$ cat src/rtl/message_scroller_if.sv
// Control, message-write and display-window signals of the message scroller.
// Latency: none; this is only a bundle of wires.
// Backpressure: none; every signal is a level or a single-cycle strobe.
interface message_scroller_if;
  logic       run;
  logic       dir;
  logic       step;
  logic       wr_en;
  logic [3:0] wr_addr;
  logic [3:0] wr_data;
  logic [3:0] char3;
  logic [3:0] char2;
  logic [3:0] char1;
  logic [3:0] char0;
  logic       adv;

  // Controller side: drives the controls and the writes, and watches the window.
  modport master (
    output run, dir, step, wr_en, wr_addr, wr_data,
    input  char3, char2, char1, char0, adv
  );

  // Scroller side.
  modport slave (
    input  run, dir, step, wr_en, wr_addr, wr_data,
    output char3, char2, char1, char0, adv
  );
endinterface

$ cat src/rtl/message_scroller.sv
// Scrolls a 4-character window over a 16-entry message store. The optional manual step is enabled by MESSAGE_SCROLLER_MANUAL_STEP_EN.
// Latency: a pointer or message change at edge N shows on char3..char0 after edge N+1; adv is high in that same cycle.
// Backpressure: none; writes land every cycle, and advances come from the period counter or from a rising edge on step.
module message_scroller #(
  parameter int unsigned SCROLL_PERIOD = 25000000
) (
  input logic           clk,
  input logic           reset,
  message_scroller_if.slave bus
);

  // A counter wide enough to hold SCROLL_PERIOD-1 (SCROLL_PERIOD is at least 2).
  localparam int unsigned      CNT_W    = $clog2(SCROLL_PERIOD);
  localparam logic [CNT_W-1:0] CNT_LAST = CNT_W'(SCROLL_PERIOD - 1);

  logic [3:0]       msg [16];
  logic [3:0]       ptr;
  logic [CNT_W-1:0] cnt;
  logic             adv_pend;   // pointer moved on the previous edge
  logic             terminal;   // the period counter wraps on this edge
  logic             manual_adv; // a rising edge on step is seen on this edge
  logic             advance;

`ifdef MESSAGE_SCROLLER_MANUAL_STEP_EN
  logic step_q;

  // Remember the previous step level so that holding step high gives only one advance.
  always_ff @(posedge clk or negedge reset) begin
    if (!reset) begin
      step_q <= 1'b0;
    end else begin
      step_q <= bus.step;
    end
  end

  assign manual_adv = bus.step & ~step_q;
`else
  // step is ignored in this build; the port stays for pin compatibility.
  logic step_unused;
  assign step_unused = bus.step;
  assign manual_adv  = 1'b0;
`endif

  // A terminal count and a manual step on the same edge merge into one advance.
  always_comb begin
    terminal = 1'b0;
    advance  = 1'b0;
    terminal = bus.run && (cnt == CNT_LAST);
    advance  = terminal || manual_adv;
  end

  // Period counter: it counts only while run is set, and a manual step starts a new period.
  always_ff @(posedge clk or negedge reset) begin
    if (!reset) begin
      cnt <= '0;
    end else if (advance) begin
      cnt <= '0;
    end else if (bus.run) begin
      cnt <= cnt + 1'b1;
    end
  end

  // Pointer: dir is sampled only on an advance edge. 4-bit arithmetic wraps modulo 16.
  always_ff @(posedge clk or negedge reset) begin
    if (!reset) begin
      ptr      <= 4'd0;
      adv_pend <= 1'b0;
    end else begin
      adv_pend <= advance;
      if (advance) begin
        ptr <= bus.dir ? (ptr - 4'd1) : (ptr + 4'd1);
      end
    end
  end

  // Message store: it resets to the identity pattern, and a write lands on the strobe edge.
  always_ff @(posedge clk or negedge reset) begin
    if (!reset) begin
      for (int i = 0; i < 16; i++) begin
        msg[i] <= 4'(i);
      end
    end else if (bus.wr_en) begin
      msg[bus.wr_addr] <= bus.wr_data;
    end
  end

  // Registered window: it follows the pointer and the store one edge later, and adv marks the first cycle of a new window.
  always_ff @(posedge clk or negedge reset) begin
    if (!reset) begin
      bus.char3 <= 4'd0;
      bus.char2 <= 4'd1;
      bus.char1 <= 4'd2;
      bus.char0 <= 4'd3;
      bus.adv   <= 1'b0;
    end else begin
      bus.char3 <= msg[ptr];
      bus.char2 <= msg[ptr + 4'd1];
      bus.char1 <= msg[ptr + 4'd2];
      bus.char0 <= msg[ptr + 4'd3];
      bus.adv   <= adv_pend;
    end
  end

endmodule
$ cat src/flat_wrapper.sv
// flat-port wrapper written by rule: the top's interface ports become plain ports
module message_scroller_flat 
#(
  parameter int unsigned SCROLL_PERIOD = 25000000
)
  (clk, reset, bus_run, bus_dir, bus_step, bus_wr_en, bus_wr_addr, bus_wr_data, bus_char3, bus_char2, bus_char1, bus_char0, bus_adv);
  message_scroller_if bus_i ();
  input logic clk;
  input logic reset;
  input wire logic [$bits(bus_i.run)-1:0] bus_run;
  input wire logic [$bits(bus_i.dir)-1:0] bus_dir;
  input wire logic [$bits(bus_i.step)-1:0] bus_step;
  input wire logic [$bits(bus_i.wr_en)-1:0] bus_wr_en;
  input wire logic [$bits(bus_i.wr_addr)-1:0] bus_wr_addr;
  input wire logic [$bits(bus_i.wr_data)-1:0] bus_wr_data;
  output wire logic [$bits(bus_i.char3)-1:0] bus_char3;
  output wire logic [$bits(bus_i.char2)-1:0] bus_char2;
  output wire logic [$bits(bus_i.char1)-1:0] bus_char1;
  output wire logic [$bits(bus_i.char0)-1:0] bus_char0;
  output wire logic [$bits(bus_i.adv)-1:0] bus_adv;
  assign bus_i.run = bus_run;
  assign bus_i.dir = bus_dir;
  assign bus_i.step = bus_step;
  assign bus_i.wr_en = bus_wr_en;
  assign bus_i.wr_addr = bus_wr_addr;
  assign bus_i.wr_data = bus_wr_data;
  assign bus_char3 = bus_i.char3;
  assign bus_char2 = bus_i.char2;
  assign bus_char1 = bus_i.char1;
  assign bus_char0 = bus_i.char0;
  assign bus_adv = bus_i.adv;
  message_scroller #(.SCROLL_PERIOD(SCROLL_PERIOD)) u_core (.clk(clk), .reset(reset), .bus(bus_i));
endmodule
$ cat config.mk
export PLATFORM = sky130hd
export DESIGN_NAME = message_scroller_flat
export DESIGN_NICKNAME = d
export VERILOG_FILES = /design/src/rtl/message_scroller_if.sv /design/src/rtl/message_scroller.sv /design/src/flat_wrapper.sv
export SDC_FILE = /design/constraint.sdc
export NUM_CORES = 1
export LEC_CHECK = 0
export BUFFER_PORTS_ARGS = -buffer_cell sky130_fd_sc_hd__buf_2
export CELL_PAD_IN_SITES_DETAIL_PLACEMENT = 1
export CELL_PAD_IN_SITES_GLOBAL_PLACEMENT = 1
export CORE_UTILIZATION = 50
export CTS_CLUSTER_DIAMETER = 80
export DETAILED_ROUTE_END_ITERATION = 16
export GPL_TIMING_DRIVEN = 1
export HOLD_SLACK_MARGIN = 0.03
export PLACE_DENSITY = 0.81
export SYNTH_ARGS = -nofsm -noshare
export SYNTH_HDL_FRONTEND = slang
export SYNTH_SLANG_ARGS = --single-unit
$ cat constraint.sdc
create_clock -name clk -period 5.2 [get_ports clk]
set_clock_uncertainty 0.05 [all_clocks]
set_input_delay 0.26 -clock clk [delete_from_list [all_inputs] [get_ports clk]]
set_output_delay 0.26 -clock clk [all_outputs]
set_load 0.05 [all_outputs]
**Yosys cells after proc, flatten, opt, wreduce, memory -nomap -nowiden**

Index checks and enable logic that the tools add are counted.
Widths: inputs -> output; s select.

- Eq/ne operators: 1
- Multiplexer cells: 18
- Bitwise operators: 5
- Magnitude comparators: 6
- Reduce and logical (&&, ||, !) cells: 3
- $add $sub $neg: 5

Operators with widths:

| kind | number |
|---|---|
| $bmux 4 s4 | 4 |
| $bwmux 64 | 1 |
| $mux 25 | 2 |
| $mux 4 | 10 |
| $add 25x1->25 const B | 1 |
| $eq 25x25->1 const B | 1 |
| $ge 5x5->1 const B | 5 |
| $not 4->5 | 5 |
| $demux 4 s4 | 1 |
| $add 4x2->4 const B | 2 |
| $lt 5x1->1 const B | 1 |
| $add 4x1->4 const B | 1 |
| $sub 4x1->4 const B | 1 |
| $logic_and 1x1->1 | 2 |
| $reduce_bool 2->1 | 1 |

- Output and inout port bits: 17
- Input port bits: 14
- Register bits after elaboration: 111

**Logic depth before layout (Yosys ltp)**

Gate-level depths: netlist (run 1).

- Word-level depth: 6
- Depth in mapped cells: 9

**Least setup slack after synthesis (run 1)**

No wires, ideal clock.

- Path kind: register -> register
- Start: reg u_core.ptr[1]
- End: reg u_core.bus.char2[2]
- Arrival time: 2.342 ns
- Required time: 5.011 ns
- Library setup time: 0.139 ns
- Period minus slack after synthesis: 2.530 ns
- Cell stages (with the launch flop): 9
- Slack: 2.670 ns
- Cell sequence: dfrtp_1 > clkbuf_1 > inv_1 > ha_1 > clkbuf_1 > nor2_1 > nand2_1 > o22ai_1 > or4_1

- Cells in the longest elaborated chain, start to end: 5

Ends and longest elaborated chain:

| item | RTL line | source |
|---|---|---|
| start: declaration | message_scroller.sv:17 | `logic [3:0] ptr;` |
| start signal: assignment | message_scroller.sv:71 | `ptr <= bus.dir ? (ptr - 4'd1) : (ptr + 4'd1);` |
| $add 4x1->4 | message_scroller.sv:97 | `bus.char2 <= msg[ptr + 4'd1];` |
| $not 4->5 (implied by the code) | message_scroller.sv:97 |  |
| $bmux 4 s4 | message_scroller.sv:97 |  |
| $mux 4 (implied by the code) (2 in a row) | message_scroller.sv:97 |  |
| end signal: assignment | message_scroller.sv:97 |  |
| end: declaration | message_scroller_if.sv:26 | `output char3, char2, char1, char0, adv` |

No other way between the ends. The select of a mux whose other input is x is not followed.
A chain may end at the register's enable or synchronous reset.

**Final worst setup path (run 1)**

Same ends and word-level chain as after synthesis.

==> results of run 1 <==
[critical path: stages, from the launching register on]
cell and delay, ps:
sky130_fd_sc_hd__dfrtp_1 830, sky130_fd_sc_hd__ha_1 420, sky130_fd_sc_hd__xor2_4 800, sky130_fd_sc_hd__buf_4 390, sky130_fd_sc_hd__mux2i_1 230, sky130_fd_sc_hd__o22ai_1 100, sky130_fd_sc_hd__or4_1 580
[final timing paths]
check	slack (ps)	from	depth (start not counted)	end
max	1640	u_core.ptr[1]$_DFFE_PN0P_	6	u_core.bus.char2[2]$_DFF_PN0_
min	150	bus_run	2	u_core.cnt[1]$_DFFE_PN0P_
min reg2reg	310	u_core.adv_pend$_DFF_PN0_	0	u_core.bus.adv$_DFF_PN0_
max in group asynchronous	3470	reset	3	u_core.msg[28]$_DFFE_PN0P_
min in group asynchronous	490	reset	2	u_core.bus.char3[3]$_DFF_PN0_
max reg2reg	1640	u_core.ptr[1]$_DFFE_PN0P_	6	u_core.bus.char2[2]$_DFF_PN0_
[Yosys cell counts, drive strengths merged]
library cell,n,area [µm²]
inv,6,22.5
or2,1,6.26
nor4b,1,8.76
clkbuf,8,31.3
nor4,6,52.6
nand3b,2,15.0
nor2,21,78.8
mux4,52,1170
mux2i,47,470
or3b,1,8.76
mux2,64,721
and3,7,45.1
a31oi,5,31.3
nand2b,7,43.8
nand3,11,55.1
xnor2,17,156
a21oi,8,40.0
xor2,7,68.8
o22ai,18,113
and3b,1,8.76
nand2,35,131
or4,8,60.1
nand4,9,71.3
dfstp,36,946
and4,4,36.3
o21ai,4,20.0
dfrtp,75,1880
nor3,4,20.0
buf,20,123
o31ai,4,30.0
ha,7,87.6
or3,8,60.1
nor3b,1,7.51
nor2b,3,18.8
[cell usage in the layout (no fill, tap or decap), drive strengths merged, types with 2 or more instances in the layout]
master / count
nand2b: 7
o21ai: 4
nand3b: 2
nand4: 9
mux2: 64
a21oi: 8
nor4: 6
buf: 35
or3: 8
o31ai: 4
clkinv: 5
a31oi: 5
xor2: 7
ha: 7
inv: 7
mux2i: 47
nor2b: 3
dfstp: 36
nand3: 11
nand2: 35
mux4: 52
or4: 8
clkbuf: 10
o22ai: 18
nor2: 21
and4: 4
nor3: 4
dfrtp: 75
and3: 7
xnor2: 17
[layout make-up]
cell class / count / area (µm²)
fillers: 1298 / 5590
multi-input cells: 363 / 3650
flip-flops and latches: 111 / 2820
clock buffers: 10 / 239
well taps: 172 / 215
repair buffers: 36 / 203
clock inverters: 6 / 33.8
inverters: 6 / 22.5
[kinds of logic (layout without fill, tap and decap cells)]
kind of cell | Yosys count | in the layout | synth area share
mux | 163 | 163 | 0.356
simple gates | 130 | 130 | 0.110
flops | 111 | 111 | 0.425
compound gates | 39 | 39 | 0.0353
buf+inv | 34 | 58 | 0.0266
xor+xnor | 24 | 24 | 0.0339
fa+ha+maj | 7 | 7 | 0.0132
[layer usage]
layer,track usage,up-vias,share of wire
met1,0.391,2449,0.41
met3,0.0443,34,0.075
met4,0.124,0,0.026
li1,-,1986,-
met2,0.457,161,0.49
met5,0,-,0
[stage by stage]
| stage | instance area (µm²) | hold slack, ps | total power, mW |
|---|---|---|---|
| floorplan | 6640 | -85.6 | 1.68 |
| global placement | 6900 | 289 | 1.84 |
| detailed placement | 6900 | 310 | 1.90 |
| CTS | 7190 | 144 | 2.56 |
| global route | 7190 | 162 | 2.65 |
| finish | 7190 | 147 | 2.55 |
[power by group]
part / switching, mW / total, mW / internal [mW]
registers: 0.211 / 1.29 / 1.08
clock network: 0.323 / 0.659 / 0.336
logic: 0.291 / 0.600 / 0.309
[sequential cells by signal, indices dropped and copies added, names as in the netlist]
register	count
u_core.bus.char1	4
u_core.adv_pend	1
u_core.bus.adv	1
u_core.msg	64
u_core.bus.char3	4
u_core.bus.char0	4
u_core.bus.char2	4
u_core.ptr	4
u_core.cnt	25
[what timing repair did]
item / CTS / global route
resized for setup: 0 / 0
hold endpoints to repair: 47 / 0
hold buffers: 1 / 0
setup endpoints to repair: 0 / 0
==> results.txt, run 1 <==
----------------------------------------------------
[Place]
  Placement-stage worst setup slack ... 1690 ps
  DP Wirelength ... 12700 µm
  Port-buffer cells ... 29
  Final GP Congestion ... 0.886
  Placed instance count ... 687

[Critical path]
  Required time of the critical path ... 5370 ps
  Startpoint type of the worst setup path ... flip-flop
  Data arrival time of the critical path ... 3740 ps
  Critical Path Fanout Max ... 21
  Critical path capture point type ... flip-flop
  Critical Setup Path Class ... reg2reg

[Yosys]
  Number of distinct library cells after synthesis ... 46
  Post-Synthesis Mean Instance Area ... 13.1 µm²
  Number of warnings issued by yosys ... 0
  Number of storage elements in the synthesis netlist ... 111
  Count of mapped cells out of synthesis ... 508
  Syn Nets ... 529
  Area of the mapped netlist ... 0.00664 mm²
  Sequential area share after synthesis ... 0.425

[GRT]
  Wire length of the first global-routing pass ... 28200 µm
  All-Layer GR Usage ... 0.287
  Initial antenna violation count ... 0
  Via count of the first global-routing pass ... 4827
  Remaining Overflow, GRT ... 0
  Maximum number of pins on one net before global-route repair ... 64

[Detailed routing]
  DRT iter0 DRCs ... 313
  Residual antenna-violating net count after detailed routing ... 0
  Routed vias/inst ... 6.58
  Router iterations before antenna repair ... 4
  Number of vias in the routed layout ... 4630
  DRC Markers ... 0
  Routed length per placed instance ... 25.3 µm
  Final routed wirelength across all metal layers ... 17800 µm

[Clock tree]
  H-tree lvl count ... 3
  CTS buffer count ... 9
  Reg clk slew, reported paths ... 70 ps
  Number of sinks handled by clock tree synthesis ... 111
  CTS tree ... done
  Max clock buf depth ... 2
  Clock insertion delay at the later pin of the skew report ... 370 ps
  Cell at the root of the clock tree ... sky130_fd_sc_hd__clkbuf_16
  Setup fix buffers added after clock tree synthesis ... 0

[Floorplanning]
  Overall die width ... 117 µm
  Initial core utilization ... 0.520
  Placeable Area ... 0.0128 mm²
  Vertical extent of the die ... 117 µm
  Total number of placement rows ... 41
  Top Ports ... 31
  Die area ... 0.0137 mm²

[Layout]
  Total inserted antenna cells ... 0
  Area added between synthesis and finish ... 8.28%
  Share of layout cells above drive strength 1 ... 0.404
  Share of the core filled with cells ... 0.563
  Number of nets in the layout ... 548
  Post-Layout Cell Count ... 704

[Timing]
  Number of endpoints with negative hold slack in the final report ... 0
  Final-layout setup total negative slack ... 0 ps
  Final critical-path share of the clock period ... 0.686
  Fmax ... 281 MHz
  Clock period minus worst slack ... 3560 ps
  Worst-margin pin slew ... 975 ps
  Setup slack after layout ... 1640 ps
  Relative slew slack ... 0.349
  Final count of pins violating max slew ... 0
  Number of failing setup endpoints in the final timing report ... 0
  Setup repair after global routing missed its margin ... no

[Run]
  Max-Cap Viols ... 0

[Outcome]
  Status ... finished clean

[Power and ir drop]
  Static power due to leakage ... 2.84 nW
  Power density of the placed cells ... 355 mW/mm²
  Worst-case vdd ir drop ... 0.000181 V

[Hold path]
  Hold crit path type ... in2reg

----------------------------------------------------
Power figures use the tool's default switching activity.
==> inputs of run 2 (changes only) <==
Settings changed: ABC_AREA set to 1, CORE_UTILIZATION 50 to 41, PLACE_DENSITY 0.81 to 0.8.
Clock period 5.2 ns to 3.01 ns, I/O delays scaled along.
==> results.txt, run 2 <==
----------------------------------------------------
[Outcome]
  Status ... finished clean

[Power and ir drop]
  Internal power ... 2.73 mW
  Power density of the placed cells ... 574 mW/mm²
  Fraction of power spent switching nets ... 0.367
  Net Switching ... 1.58 mW
  Worst-case vdd ir drop ... 0.000345 V
  Share of total power in the clock network ... 0.271
  Static power due to leakage ... 3.76 nW
  Relative contribution of sequential cells to total power ... 0.466
  Combinational fraction of design power ... 0.263

[Timing]
  Final critical-path share of the clock period ... 0.733
  Fmax ... 453 MHz
  Final count of pins violating max slew ... 0
  Number of failing setup endpoints in the final timing report ... 0
  Relative slew slack ... 0.513
  Worst-margin pin slew ... 729 ps
  Setup repair after global routing missed its margin ... no
  Setup slack after layout ... 802 ps
  Clock period minus worst slack ... 2210 ps
  Final-layout setup total negative slack ... 0 ps
  Number of endpoints with negative hold slack in the final report ... 0

[GRT]
  Via count of the first global-routing pass ... 6701
  Wire length of the first global-routing pass ... 35600 µm
  Initial antenna violation count ... 0
  Maximum number of pins on one net before global-route repair ... 60
  All-Layer GR Usage ... 0.277
  Remaining Overflow, GRT ... 0

[Clock tree]
  Max clock buf depth ... 2
  PostCTS Resize Cnt ... 0
  Number of sinks handled by clock tree synthesis ... 111
  Clock insertion delay at the later pin of the skew report ... 370 ps
  CTS buffer count ... 9
  Reg clk slew, reported paths ... 80 ps
  CTS tree ... done
  Setup fix buffers added after clock tree synthesis ... 0
  H-tree lvl count ... 3
  Cell at the root of the clock tree ... sky130_fd_sc_hd__clkbuf_16

[Critical path]
  Worst reg2reg path startpoint ... u_core.ptr[0]$_DFFE_PN0P_
  Worst Path Buf+Inv ... 3
  Crit path from ... u_core.ptr[0]$_DFFE_PN0P_
  Cell seen most often among critical-path stages ... sky130_fd_sc_hd__nand2_1
  Data arrival time of the critical path ... 2420 ps
  Slowest cell on the critical path ... sky130_fd_sc_hd__dfrtp_4
  Cell chain of the critical path ... inv_2, ha_1, inv_1, buf_4, o211ai_1, nand3_1, nand2_1, nand2_1, nand2_1
  Largest delay share family, worst path ... flip-flops
  Startpoint type of the worst setup path ... flip-flop
  Delay contributed by the slowest stage of the critical path ... 690 ps
  Critical Setup Path Class ... reg2reg
  Critical Path Fanout Max ... 38
  Critical path capture point type ... flip-flop
  Required time of the critical path ... 3220 ps

[Yosys]
  Count leader, synth ... sky130_fd_sc_hd__nand2_1
  Top FF cell, synth ... sky130_fd_sc_hd__dfrtp_1
  Post-Synthesis Mean Instance Area ... 6.89 µm²
  Syn Nets ... 1012
  Combinational family with the most area after synthesis ... simple AND/OR/NAND/NOR gates
  Async S/R FF share, synth ... 1.00
  Parity-gate share of the synthesized area counting xor and xnor cells ... 0.0125
  Leading post-synthesis cells by cell area ... sky130_fd_sc_hd__dfrtp_1 (28%), sky130_fd_sc_hd__nand2_1 (21%), sky130_fd_sc_hd__dfstp_2 (14%)
  Fraction of the mapped netlist area in adder cells ... 0.0128
  Number of distinct library cells after synthesis ... 31
  Sequential area share after synthesis ... 0.414
  Number of warnings issued by yosys ... 0
  Area of the mapped netlist ... 0.00682 mm²
  Number of flops mapped to enable cells by yosys ... 0
  Count of mapped cells out of synthesis ... 991
  Synthesized-area fraction occupied by ao, oa, aoi and oai cells ... 0.142
  Fraction of the mapped netlist area in simple logic gates ... 0.340
  Post-synth top cells ... sky130_fd_sc_hd__nand2_1 (374), sky130_fd_sc_hd__nand3_1 (85), sky130_fd_sc_hd__inv_1 (81), sky130_fd_sc_hd__o21ai_1 (77), sky130_fd_sc_hd__dfrtp_1 (75)
  Synth area leader ... sky130_fd_sc_hd__dfrtp_1
  Number of storage elements in the synthesis netlist ... 111
  Multiplexer fraction of the synthesized cell area ... 0
  Area share of the largest cell type after synthesis ... 0.275

[Detailed routing]
  DRC Markers ... 0
  Number of vias in the routed layout ... 6646
  Final routed wirelength across all metal layers ... 21600 µm
  Routed length per placed instance ... 17.6 µm
  Residual antenna-violating net count after detailed routing ... 0
  DRT iter0 DRCs ... 457
  Router iterations before antenna repair ... 5
  Routed vias/inst ... 5.41

[Layout]
  Filler cell count ... 2103
  Total inserted antenna cells ... 0
  Largest register FFs ... 64
  Design area ... 0.00751 mm²
  Most common cell after layout, fill and taps aside ... sky130_fd_sc_hd__nand2_1
  Number of nets in the layout ... 1028
  Largest registers ... u_core.msg (64), u_core.cnt (25)
  Area added between synthesis and finish ... 10.0%
  Most frequent cells in the layout ... sky130_fd_sc_hd__nand2_1 (374), sky130_fd_sc_hd__nand3_1 (85), sky130_fd_sc_hd__inv_1 (81), sky130_fd_sc_hd__o21ai_1 (77), sky130_fd_sc_hd__dfrtp_1 (74)
  Largest Register ... u_core.msg
  Share of layout cells above drive strength 1 ... 0.121

[Place]
  Port-buffer cells ... 29
  Post-detailed-placement cell area ... 0.00718 mm²
  Placement-stage worst setup slack ... 847 ps
  DP Wirelength ... 16300 µm
  Final GP Congestion ... 0.864

[Floorplanning]
  Placeable Area ... 0.0161 mm²
  Die area ... 0.0172 mm²
  Overall die width ... 131 µm
  Vertical extent of the die ... 131 µm
  Top Ports ... 31
  Initial core utilization ... 0.425
  Total number of placement rows ... 46

[Hold path]
  Hold crit path type ... in2reg
  Worst Min Path Start ... bus_run

[Run]
  Max-Cap Viols ... 0

----------------------------------------------------
run 2: path summary, 6_finish.rpt:
check,to,slack [ps],cells past startpoint
max in group asynchronous,u_core.msg[31]$_DFFE_PN1P_,1760,3
min in group asynchronous,u_core.msg[20]$_DFFE_PN0P_,320,2
setup / recovery,u_core.bus.char0[2]$_DFF_PN0_,800,9
hold reg to reg,u_core.bus.adv$_DFF_PN0_,310,0
hold / removal,u_core.cnt[10]$_DFFE_PN0P_,60,3
setup reg to reg,u_core.bus.char0[2]$_DFF_PN0_,800,9
run 2: timing repair:
action | in CTS | in global routing
setup endpoints to repair | 0 | 0
hold endpoints to repair | 41 | 0
hold buffers | 5 | 0
run 2: cell families after synthesis:
group | after synthesis
compound gates | 169
xor+xnor | 8
fa+ha+maj | 7
buf+inv | 137
flops | 111
simple gates | 559
run 2: metal layers:
metal	vias to the layer above	global-route usage	share of wire
li1	3250	-	-
met1	3268	0.380	0.48
met2	100	0.450	0.47
met3	28	0.0301	0.028
met4	0	0.100	0.023
met5	-	0	0
run 2: worst register-to-register path, delay by kind of cell, from the launching register on:
family	cells	cell delay (ps)
simple gates	4	310
fa+ha+maj	1	410
compound gates	1	170
flops	1	690
buf+inv	3	480
run 2: layout make-up:
type / count / area [µm²] / share of cell area
inverter: 96 / 360 / 0.0480
sequential: 111 / 2830 / 0.376
timing repair buffer: 46 / 313 / 0.0417
clock buffer: 9 / 225 / 0.0300
clock inverter: 7 / 50.0 / 0.00666
multi-input combinational: 743 / 3460 / 0.461
tap: 216 / 270 / 0.0360
run 2: power groups by stage:
stage                     clock, mW  sequential [mW]  combinational [mW]
final                          1.17             2.01                1.13
after global routing           1.24             2.05                1.29
after CTS                      1.19             2.01                1.14
after detailed placement          0             2.03                1.13
after global placement            0             2.02                1.08
after floorplan                   0             2.15               0.630
run 2: through the flow:
step	utilization	cells	hold slack (ps)	power [mW]
6_report	0.468	1228	64.8	4.31
5_1_grt	0.468	1228	88.8	4.58
4_1_cts	0.468	1228	66.1	4.34
3_5_place_dp	0.447	1207	197	3.16
3_3_place_gp	0.447	1207	192	3.09
2_1_floorplan	-	991	-195	2.78
==> inputs of run 3 (changes only) <==
Settings changed: CORE_UTILIZATION 41 to 45, PLACE_DENSITY 0.8 to 0.83.
Clock period 3.01 ns to 2.1 ns, I/O delays scaled along.
==> results.txt, run 3 (same netlist as run 2, synthesis figures left out) <==
----------------------------------------------------
[Outcome]
  Status ... finished clean

[Clock tree]
  Cell at the root of the clock tree ... sky130_fd_sc_hd__clkbuf_16
  Number of sinks handled by clock tree synthesis ... 111
  CTS hold repair buffers ... 6
  CTS buffer count ... 9
  Clock insertion delay at the later pin of the skew report ... 370 ps
  Reg clk slew, reported paths ... 80 ps
  Max clock buf depth ... 2
  CTS tree ... done
  H-tree lvl count ... 3
  PostCTS Resize Cnt ... 0
  Setup fix buffers added after clock tree synthesis ... 0

[Place]
  DP Wirelength ... 15900 µm
  Final GP Congestion ... 0.875
  Port-buffer cells ... 29

[Detailed routing]
  Residual antenna-violating net count after detailed routing ... 0
  Number of vias in the routed layout ... 6735
  DRT iter0 DRCs ... 491
  Routed vias/inst ... 5.58
  Routed length per placed instance ... 17.9 µm
  DRC Markers ... 0
  Final routed wirelength across all metal layers ... 21600 µm
  Router iterations before antenna repair ... 7

[Critical path]
  Critical path capture point type ... flip-flop
  Startpoint type of the worst setup path ... flip-flop
  Data arrival time of the critical path ... 2030 ps
  Crit path from ... u_core.ptr[0]$_DFFE_PN0P_
  Critical Setup Path Class ... reg2reg
  Critical Path Fanout Max ... 61
  Required time of the critical path ... 2300 ps
  Worst reg2reg path startpoint ... u_core.ptr[0]$_DFFE_PN0P_

[Floorplanning]
  Top Ports ... 31
  Placeable Area ... 0.0146 mm²
  Vertical extent of the die ... 125 µm
  Total number of placement rows ... 44
  Overall die width ... 125 µm
  Initial core utilization ... 0.466
  Die area ... 0.0157 mm²

[Layout]
  Area added between synthesis and finish ... 11.5%
  Largest registers ... u_core.msg (64), u_core.cnt (25)
  Number of nets in the layout ... 1040
  Share of layout cells above drive strength 1 ... 0.128
  Largest Register ... u_core.msg
  Most frequent cells in the layout ... sky130_fd_sc_hd__nand2_1 (374), sky130_fd_sc_hd__nand3_1 (85), sky130_fd_sc_hd__inv_1 (81), sky130_fd_sc_hd__o21ai_1 (77), sky130_fd_sc_hd__dfrtp_1 (74)
  Most common cell after layout, fill and taps aside ... sky130_fd_sc_hd__nand2_1
  Largest register FFs ... 64
  Total inserted antenna cells ... 0

[Run]
  Max-Cap Viols ... 0

[Timing]
  Setup repair after global routing missed its margin ... no
  Relative slew slack ... 0.557
  Number of endpoints with negative hold slack in the final report ... 0
  Clock period minus worst slack ... 1830 ps
  Worst-margin pin slew ... 663 ps
  Final-layout setup total negative slack ... 0 ps
  Final count of pins violating max slew ... 0
  Number of failing setup endpoints in the final timing report ... 0
  Final critical-path share of the clock period ... 0.873
  Fmax ... 545 MHz

[Power and ir drop]
  Overall Power ... 6.32 mW
  Static power due to leakage ... 3.82 nW
  Worst-case vdd ir drop ... 0.000397 V
  Net Switching ... 2.25 mW
  Relative contribution of sequential cells to total power ... 0.456
  Fraction of power spent switching nets ... 0.356
  Power density of the placed cells ... 831 mW/mm²
  Combinational fraction of design power ... 0.262
  Share of total power in the clock network ... 0.281
  Internal power ... 4.07 mW

[GRT]
  Remaining Overflow, GRT ... 0
  Wire length of the first global-routing pass ... 35800 µm
  Via count of the first global-routing pass ... 6743
  Initial antenna violation count ... 0
  Maximum number of pins on one net before global-route repair ... 62
  All-Layer GR Usage ... 0.295

[Hold path]
  Worst Min Path Start ... bus_dir
  Hold crit path type ... in2reg

----------------------------------------------------
[run 3: worst paths after layout]
check / to / slack (ps) / cells after the start
worst max register to register: u_core.bus.char2[2]$_DFF_PN0_ / 270 / 8
max in group asynchronous: u_core.msg[37]$_DFFE_PN1P_ / 1060 / 3
worst min register to register: u_core.bus.adv$_DFF_PN0_ / 310 / 0
worst max-delay path: u_core.bus.char2[2]$_DFF_PN0_ / 270 / 8
worst min-delay path: u_core.ptr[1]$_DFFE_PN0P_ / 60 / 3
min in group asynchronous: u_core.bus.char3[1]$_DFF_PN0_ / 220 / 2
[run 3: per-layer routing]
metal  vias to the layer above  track usage  wire (µm)
met5                         -            0          0
met4                         0        0.111        553
met3                        32       0.0304       1080
met2                       176        0.444       9420
met1                      3254        0.439      10600
li1                       3273            -          -
[run 3: through the flow]
| step | std cells | cell area (µm²) | utilization | hold WS, ps | setup slack (ps) |
|---|---|---|---|---|---|
| after global placement | 1186 | 7250 | 0.495 | 80.3 | 321 |
| final | 1208 | 7610 | 0.519 | 59.4 | 267 |
| after global routing | 1208 | 7610 | 0.519 | 75.2 | 95.1 |
| after CTS | 1208 | 7610 | 0.519 | 59.6 | 270 |
| after detailed placement | 1186 | 7250 | 0.495 | 90.9 | 294 |
| after floorplan | 991 | 6830 | - | -241 | 15.4 |
[run 3: worst max-delay path, stage by stage, from the launching register on]
cell,delay (ps)
sky130_fd_sc_hd__dfrtp_4,530
sky130_fd_sc_hd__buf_12,190
sky130_fd_sc_hd__or2_2,330
sky130_fd_sc_hd__o21ai_1,220
sky130_fd_sc_hd__nand2_1,100
sky130_fd_sc_hd__nand3_1,80
sky130_fd_sc_hd__nand2_1,70
sky130_fd_sc_hd__nand2_1,60
sky130_fd_sc_hd__nand2_1,50
[run 3: power by group through the flow]
stage               combinational, mW  sequential [mW]  clock (mW)
finish                           1.66             2.88        1.78
global placement                 1.56             2.89           0
CTS                              1.65             2.88        1.80
detailed placement               1.62             2.91           0
floorplan                       0.903             3.08           0
global route                     1.85             2.93        1.87
[run 3: layout make-up]
cell class | count | area (µm²)
clock buffers | 12 | 246
inverters | 96 | 360
repair buffers | 58 | 430
multi-input cells | 743 | 3460
fillers | 1940 | 7040
well taps | 184 | 230
flip-flops and latches | 111 | 2830
clock inverters | 4 | 47.5
